## config.mk

```make
export PLATFORM = sky130hd
export DESIGN_NAME = bomb_manager
export DESIGN_NICKNAME = d
export VERILOG_FILES = /design/src/rtl/bomb_manager.sv
export SDC_FILE = /design/constraint.sdc
export NUM_CORES = 1
export LEC_CHECK = 0
export BUFFER_PORTS_ARGS = -buffer_cell sky130_fd_sc_hd__buf_2
export CAP_MARGIN = 20
export CORE_MARGIN = 8
export CORE_UTILIZATION = 39
export CTS_CLUSTER_SIZE = 12
export DETAILED_ROUTE_END_ITERATION = 8
export PLACE_DENSITY = 0.63
export REMOVE_ABC_BUFFERS = 1
export SLEW_MARGIN = 20
export SYNTH_ARGS = -nofsm -noshare
export SYNTH_HDL_FRONTEND = slang
export SYNTH_SLANG_ARGS = --single-unit
```

## constraint.sdc

```tcl
create_clock -name clk -period 25 [get_ports clk]
set_input_delay 5 -clock clk [delete_from_list [all_inputs] [get_ports clk]]
set_output_delay 5 -clock clk [all_outputs]
set_load 0.02 [all_outputs]
```

## src/rtl/bomb_manager.sv

```systemverilog
// Bomb lifecycle engine: per-player bomb slots, tick-driven fuses, one explosion per cycle.
// Optional chain reactions are enabled by defining BOMB_CHAIN_EN.
module bomb_manager #(
  parameter int SLOTS_PER_PLAYER = 4,
  parameter int FUSE_TICKS       = 3,
  parameter int CHAIN_RANGE      = 2
) (
  input  logic         clk,
  input  logic         rst,
  input  logic         tick,
  input  logic         p1_set_bomb,
  input  logic [3:0]   p1_x,
  input  logic [3:0]   p1_y,
  input  logic         p2_set_bomb,
  input  logic [3:0]   p2_x,
  input  logic [3:0]   p2_y,
  output logic [2:0]   bomb_num_1,
  output logic [2:0]   bomb_num_2,
  output logic [255:0] bomb_map,
  output logic         place_reject_1,
  output logic         place_reject_2,
  output logic         explode_valid,
  output logic [3:0]   explode_x,
  output logic [3:0]   explode_y,
  output logic         explode_owner
);

  localparam int S  = SLOTS_PER_PLAYER;
  localparam int NS = 2 * S;
  localparam int IW = $clog2(NS);

  if (S < 1 || S > 7 || FUSE_TICKS < 1 || FUSE_TICKS > 15 ||
      CHAIN_RANGE < 1 || CHAIN_RANGE > 15) begin : g_bad_param
    $error("bomb_manager: parameter out of legal range");
  end

  logic [NS-1:0]  valid_q, ripe_q;
  logic [3:0]     x_q [NS];
  logic [3:0]     y_q [NS];

  logic           ret_any, ret_owner;
  logic [IW-1:0]  ret_idx;
  logic [3:0]     ret_x, ret_y;
  logic           p1_free, p2_free, p1_acc, p2_acc;
  logic [IW-1:0]  p1_idx, p2_idx;

  logic [255:0]   bomb_map_q, bomb_map_d;
  logic [2:0]     num1_q, num1_d, num2_q, num2_d;
  logic           rej1_q, rej2_q, exp_valid_q, exp_owner_q;
  logic [3:0]     exp_x_q, exp_y_q;

  // Descending scans leave the lowest-index match in each result.
  always_comb begin
    ret_any = 1'b0;
    ret_idx = '0;
    p1_free = 1'b0;
    p1_idx  = '0;
    p2_free = 1'b0;
    p2_idx  = '0;
    for (int i = NS - 1; i >= 0; i--) begin
      if (ripe_q[i]) begin
        ret_any = 1'b1;
        ret_idx = IW'(i);
      end
      if (!valid_q[i]) begin
        if (i < S) begin
          p1_free = 1'b1;
          p1_idx  = IW'(i);
        end else begin
          p2_free = 1'b1;
          p2_idx  = IW'(i);
        end
      end
    end
  end

  assign ret_x     = x_q[ret_idx];
  assign ret_y     = y_q[ret_idx];
  assign ret_owner = (ret_idx >= IW'(S));

  // The map still shows a bomb retiring this cycle, so its cell stays blocked.
  assign p1_acc = p1_set_bomb && p1_free && !bomb_map_q[{p1_y, p1_x}];
  assign p2_acc = p2_set_bomb && p2_free && !bomb_map_q[{p2_y, p2_x}] &&
                  !(p1_acc && (p1_x == p2_x) && (p1_y == p2_y));

  for (genvar gi = 0; gi < NS; gi++) begin : g_slot
    logic       v_q, v_d, r_q, r_d;
    logic [3:0] sx_q, sx_d, sy_q, sy_d, f_q, f_d;
    logic       load, retire, chain_hit;

    assign load   = (p1_acc && (p1_idx == IW'(gi))) || (p2_acc && (p2_idx == IW'(gi)));
    assign retire = ret_any && (ret_idx == IW'(gi));

`ifdef BOMB_CHAIN_EN
    logic [3:0] dx, dy;
    assign dx = (sx_q >= ret_x) ? (sx_q - ret_x) : (ret_x - sx_q);
    assign dy = (sy_q >= ret_y) ? (sy_q - ret_y) : (ret_y - sy_q);
    assign chain_hit = ret_any && !retire && v_q &&
                       (((sy_q == ret_y) && (dx <= 4'(CHAIN_RANGE))) ||
                        ((sx_q == ret_x) && (dy <= 4'(CHAIN_RANGE))));
`else
    assign chain_hit = 1'b0;
`endif

    always_comb begin
      v_d  = v_q;
      r_d  = r_q;
      sx_d = sx_q;
      sy_d = sy_q;
      f_d  = f_q;
      if (retire) begin
        v_d = 1'b0;
        r_d = 1'b0;
      end else if (load) begin
        v_d  = 1'b1;
        r_d  = 1'b0;
        sx_d = (gi < S) ? p1_x : p2_x;
        sy_d = (gi < S) ? p1_y : p2_y;
        f_d  = 4'(FUSE_TICKS);
      end else if (chain_hit) begin
        r_d = 1'b1;
        f_d = 4'd0;
      end else if (tick && v_q && !r_q && (f_q != 4'd0)) begin
        f_d = f_q - 4'd1;
        if (f_q == 4'd1) r_d = 1'b1;
      end
    end

    always_ff @(posedge clk or posedge rst) begin
      if (rst) begin
        v_q  <= 1'b0;
        r_q  <= 1'b0;
        sx_q <= '0;
        sy_q <= '0;
        f_q  <= '0;
      end else begin
        v_q  <= v_d;
        r_q  <= r_d;
        sx_q <= sx_d;
        sy_q <= sy_d;
        f_q  <= f_d;
      end
    end

    assign valid_q[gi] = v_q;
    assign ripe_q[gi]  = r_q;
    assign x_q[gi]     = sx_q;
    assign y_q[gi]     = sy_q;
  end

  always_comb begin
    bomb_map_d = bomb_map_q;
    if (ret_any) bomb_map_d[{ret_y, ret_x}] = 1'b0;
    if (p1_acc)  bomb_map_d[{p1_y, p1_x}]   = 1'b1;
    if (p2_acc)  bomb_map_d[{p2_y, p2_x}]   = 1'b1;
  end

  assign num1_d = num1_q + {2'b00, p1_acc} - {2'b00, ret_any && !ret_owner};
  assign num2_d = num2_q + {2'b00, p2_acc} - {2'b00, ret_any && ret_owner};

  always_ff @(posedge clk or posedge rst) begin
    if (rst) begin
      bomb_map_q  <= '0;
      num1_q      <= '0;
      num2_q      <= '0;
      rej1_q      <= 1'b0;
      rej2_q      <= 1'b0;
      exp_valid_q <= 1'b0;
      exp_x_q     <= '0;
      exp_y_q     <= '0;
      exp_owner_q <= 1'b0;
    end else begin
      bomb_map_q  <= bomb_map_d;
      num1_q      <= num1_d;
      num2_q      <= num2_d;
      rej1_q      <= p1_set_bomb && !p1_acc;
      rej2_q      <= p2_set_bomb && !p2_acc;
      exp_valid_q <= ret_any;
      if (ret_any) begin
        exp_x_q     <= ret_x;
        exp_y_q     <= ret_y;
        exp_owner_q <= ret_owner;
      end
    end
  end

  assign bomb_map       = bomb_map_q;
  assign bomb_num_1     = num1_q;
  assign bomb_num_2     = num2_q;
  assign place_reject_1 = rej1_q;
  assign place_reject_2 = rej2_q;
  assign explode_valid  = exp_valid_q;
  assign explode_x      = exp_x_q;
  assign explode_y      = exp_y_q;
  assign explode_owner  = exp_owner_q;

endmodule
```

# Word level (Yosys, flattened, before mapping)
# Cells that the tools add are included.
[classes]
n_bitwise = 13
magnitude_cmp = 8
reduce_logical = 151
n_mux = 115
addsub = 12
n_eq_ne = 31
[op_table]
columns = ["operator", "count"]
rows = [
  ["two-way mux 256 bit", 3],
  ["bitwise OR 256 bit", 2],
  ["AND 256 bit", 1],
  ["NOT 256 bit", 1],
  ["two-way mux 4 bit", 20],
  ["two-way mux 1 bit", 69],
  ["logical AND 1 bit", 62],
  ["AND reduction 2 bit", 24],
  ["nonzero test 3 bit", 16],
  ["two-way mux 3 bit", 13],
  ["== test 3 bit, second input constant", 12],
  ["== test 4 x 1 -> 1 bit, second input constant", 8],
  ["nonzero test 2 bit", 16],
  ["nonzero test 4 bit", 8],
  ["subtractor 4 x 1 -> 4 bit, second input constant", 8],
  ["less-than comparator 8 x 9 -> 1 bit, second input constant", 3],
  ["binary-select mux 4 bit (select 3 bit)", 2],
  ["demux 1 bit (select 8 bit)", 3],
  ["greater-or-equal comparator 8 x 1 -> 1 bit, second input constant", 3],
  ["== test 3 x 2 -> 1 bit, second input constant", 6],
  ["binary-select mux 1 bit (select 8 bit)", 2],
  ["logical NOT 1 bit", 14],
  ["== test 3 x 1 -> 1 bit, second input constant", 3],
  ["logical NOT 3 bit", 3],
  ["other kinds (9)", 28],
]
[totals]
output_inout_bits = 274
reg_bits = 386
input_bits = 21
word_cells = 379

# Longest topological paths before layout
[logic_depth]
word_depth = 23
mapped_depth = 20
depth_no_buf = 14

# Worst setup path after synthesis
# Ideal clock, no wire load.
[synth_timing]
kind = "input to register"
from = "input port p2_x[1]"
to = "register num2_q[2] (netlist: bomb_num_2[2])"
t_arrival_ns = 8.926
path_stages = 18
setup_slack_ns = 15.952
path_buffers = 6
setup_time_ns = 0.123
path_cell_list = "buf_2 -> buf_2 -> buf_1 -> buf_1 -> mux4_2 -> o21ai_0 -> nand3b_1 -> nand3_1 -> o2111a_1 -> and2_1 -> clkbuf_1 -> clkbuf_1 -> nand2_1 -> ha_1 -> inv_1 -> ha_1 -> fa_1 -> xnor2_1"
[synth_via]
elab_chain_cells = 7
elab_cells_between_ends = 11
cone_classes = "2 x add/sub; 1 x eq/ne; 2 x mux; 6 x reduce/logical"
[synth_lines]
columns = ["item", "line_no", "text"]
rows = [
  ["from (decl)", "15", "input logic [3:0] p2_x,"],
  ["binary-select mux 1 bit (select 8 bit) / == test 4 bit (equally long branches)", "83, 84", ""],
  ["two-way mux 1 bit (implied by the code) / logical AND 1 bit (equally long branches)", "83, 84", ""],
  ["logical NOT 1 bit / logical AND 1 bit (equally long branches)", "83, 84", ""],
  ["logical AND 1 bit / logical NOT 1 bit (equally long branches)", "83, 84", ""],
  ["logical AND 1 bit *", "83", "assign p2_acc = p2_set_bomb && p2_free && !bomb_map_q[{p2_y, p2_x}] &&"],
  ["adder 3 x 1 -> 3 bit *", "159", "assign num2_d = num2_q + {2'b00, p2_acc} - {2'b00, ret_any && ret_owner};"],
  ["subtractor 3 x 1 -> 3 bit *", "159", ""],
  ["net num2_d[2]", "48", "logic [2:0] num1_q, num1_d, num2_q, num2_d;"],
  ["to (signal assigned)", "175", "num2_q <= num2_d;"],
  ["to (decl)", "48", ""],
]
# The timed path passes the listed nets; every way through them passes the cells marked *. The select of a mux whose other input is x is not followed.
# A chain may end at the register's enable or synchronous reset.

# Worst setup path in the final report
[layout_timing]
from = "input port p1_x[1]"
to = "register bomb_map_q[116] (netlist: bomb_map[116])"
[layout_via]
elab_chain_cells = 9
elab_cells_between_ends = 18
cone_classes = "2 x order compare; 1 x eq/ne; 6 x mux; 2 x bitwise; 7 x reduce/logical"
[layout_lines]
columns = ["item", "line_no", "text"]
rows = [
  ["from (decl)", "12", "input logic [3:0] p1_x,"],
  ["parallel branches: the longest is 8 deep, another holds less-than comparator 8 x 9 -> 1 bit", "--", ""],
  ["two-way mux 256 bit *", "155", "if (p2_acc) bomb_map_d[{p2_y, p2_x}] = 1'b1;"],
  ["net bomb_map_d[116]", "47", "logic [255:0] bomb_map_q, bomb_map_d;"],
  ["to (signal assigned)", "173", "bomb_map_q <= bomb_map_d;"],
  ["to (decl)", "47", ""],
]
# Mark *: on every way through the listed nets, which the timed path passes. The select of a mux whose other input is x is not followed.

==> results.md <==
- Status: complete, no violations
- Worst Min Path Start: bomb_num_1[2]
- # resized after CTS: 0
- Most used DFF post-synth: dfrtp_1
- Die extent in x: 255 um
- Critical path arrival: around 10 ns
- Initial cell density of the core: about two fifths
- Register area share after synthesis: between 40% and 50%
- Yosys Warn Count: 0
- Site row count: slightly below 90
- Most frequent cells in the layout: dfrtp_1 (386), buf_2 (292), o21ai_0 (289)
- RSZ-0062 raised after global routing: false
- Clock Pin Slew Worst Setup and Hold Paths: 0.06 ns
- Pwr dens: 141 mW/mm2
- Commonest non-fill, non-tap cell in the layout: dfrtp_1
- PortBufs: 294
- Peak Freq: 102 MHz
- Clk Latency, worst-skew pair: 0.62 ns
- CTS max path bufs: 3
- Final ANT Viol Nets: 0
- LEAKAGE: between 9 and 10 nW
- Async set or reset register ratio after synthesis: 100%
- Post-Syn Area: approximately 0.022 mm2
- GRT Total Usage: a little under a third
- Layout net count: approximately 2400
- Required time worst endpoint: approximately 25 ns
- Placer Congestion: 1.03
- Setup TNS Final: 0 ns
- DRT Wirelength: 110 mm
- CP max FO: 64
- Syn Area/Cell: 10.5 um2
- Hold_buf cts: 0
- Worst-margin pin slew: 1.32 ns
- Tot Pwr: about 3.6 mW
- Drt first pass iters: 9
- Core area: approximately 0.056 mm2
- Via count: approximately 23000
- TritonCTS Buffers: 46
- Clock Root Buffer: clkbuf_16
- TritonCTS clock tree: built
- Vias in the first global route: about 22000
- Post-synthesis cell count: ~2100
- Max-Cap Viols: 0
- Congestion Overflow GR: 0
- Setup crit start: p1_x[1]
- VDD IR max: 0.162 mV
- DRC errors left: 0
- Slew Limit Fails: 0
- Final setup fails: 0
- CP endpoint kind: register
- Sink Count: a little under 400
- Yosys reg bits: a little under 400
- WL/cell: about 35 um
- Worst clock skew: between 0.04 and 0.05 ns
- DR iter-0 viols: 3500
- Initial antenna violation count: 8
- Period minus WS final: around 10 ns
- Via-per-instance ratio: roughly 7.3
- Worst min-delay path class: register to register
- Largest net degree at the start of global routing: ~120
- Die Area: 0.0652 mm2
- First-pass GRT wire length: around 160 mm
- CTS H-tree lvls: 2
- RR Startpoint: g_slot[3].r_q
- HPWL after DPL: ~71 mm
- Ports: between 200 and 300
- Number of synthesized flops with an enable pin: 0
- P&R area growth vs syn: 15.7%
- Worst R2R Setup Slack: just under 20 ns
- Chip Height: 255 um
- Final hold violation count: 0
- Crit Path Category: input port to register
- Startpoint Class: input port
- Setup bufs post-CTS: 0
- Tcrit/Tclk final: 39.1%
- Unique masters post-synth: 74
- Slew HR: about an eighth
- Layout cells sized above 1: approximately 25%
- Hold WS: around 0.46 ns
- Final core occ: 45.7%
final timing paths:
check | to | cells after the start
setup / recovery | bomb_map[116] | 11
hold / removal | bomb_num_1[2] | 1
setup reg to reg | bomb_map[47] | 9
hold reg to reg | bomb_num_1[2] | 1
max in group asynchronous | bomb_map[4] | 4
min in group asynchronous | bomb_map[237] | 2
cells by family (layout without fill, tap and decap cells):
| kind of cell | after synthesis | after routing | synth area share [%] |
|---|---|---|---|
| other cells | 0 | 4 | 0 |
| xor+xnor | 28 | 28 | 1.10 |
| simple gates | 440 | 440 | 9.81 |
| flops | 386 | 386 | 43.2 |
| compound gates | 737 | 737 | 22.9 |
| fa+ha+maj | 29 | 29 | 1.69 |
| buf+inv | 247 | 466 | 4.53 |
| mux | 262 | 262 | 16.7 |
area by class of cell:
cell class	count	area (um2)
Tap cell	756	946
Inverter	53	206
Antenna cell	4	10.0
Fill cell	5311	30700
Timing Repair Buffer	333	1780
Clock buffer	62	1290
Multi-Input combinational cell	1496	11700
Sequential cell	386	9660
Clock inverter	18	196
per-layer routing:
| layer | track usage [%] | wire (um) | up-vias |
|---|---|---|---|
| met2 | 45.4 | 46000 | 2094 |
| met1 | 39.3 | 39400 | 11269 |
| met5 | 0.750 | 117 | - |
| met3 | 13.7 | 16400 | 516 |
| li1 | - | - | 8715 |
| met4 | 19.6 | 8240 | 12 |
Yosys cell counts (24+ instances only):
master	n	area share, %
nand2_1	133	2.2
buf_2	40	0.90
clkbuf_1	135	2.3
o221ai_1	262	10
mux2_2	49	2.5
nor3_1	30	0.67
ha_1	27	1.5
dfrtp_1	386	43
nor2b_1	24	0.67
a21oi_1	29	0.65
mux4_2	80	8.1
o21ai_0	289	6.5
nand3_1	75	1.7
a22oi_1	37	1.2
nor2_1	86	1.4
inv_1	50	0.84
mux2i_1	122	5.5
critical path, cell delays in order:
cell      delay, ns
buf_6          0.58
buf_4          0.75
nor2b_1        0.37
a22oi_1        0.11
nand4b_1       0.12
a21oi_1        0.05
or4_1          0.66
and4b_4        0.30
nor4b_1        0.90
nand3_1        0.78
o221ai_1       0.45
through the flow:
| step | area [um2] | setup WS (ns) | cells |
|---|---|---|---|
| 6_report | 25800 | 15.24 | 3108 |
| 3_3_place_gp | 24300 | 14.70 | 3022 |
| 3_5_place_dp | 24300 | 14.77 | 3022 |
| 2_1_floorplan | 21500 | 9.27 | 1935 |
| 5_1_grt | 25800 | 15.10 | 3104 |
| 4_1_cts | 25800 | 15.38 | 3102 |
flip-flops by register name, summed over array words and instances, names as in the netlist:
signal	count
explode_owner	1
explode_x	4
place_reject_2	1
g_slot.f_q	32
bomb_num_1	3
place_reject_1	1
bomb_num_2	3
g_slot.sy_q	32
bomb_map	256
g_slot.v_q	8
g_slot.sx_q	32
g_slot.r_q	8
explode_valid	1
explode_y	4
where the power goes:
part | switching [mW] | internal (mW) | total, mW
Clock | 0.289 | 0.393 | 0.682
Combinational | 1.27 | 0.552 | 1.82
Sequential | 0.273 | 0.857 | 1.13
(Power assumes the default switching activity.)
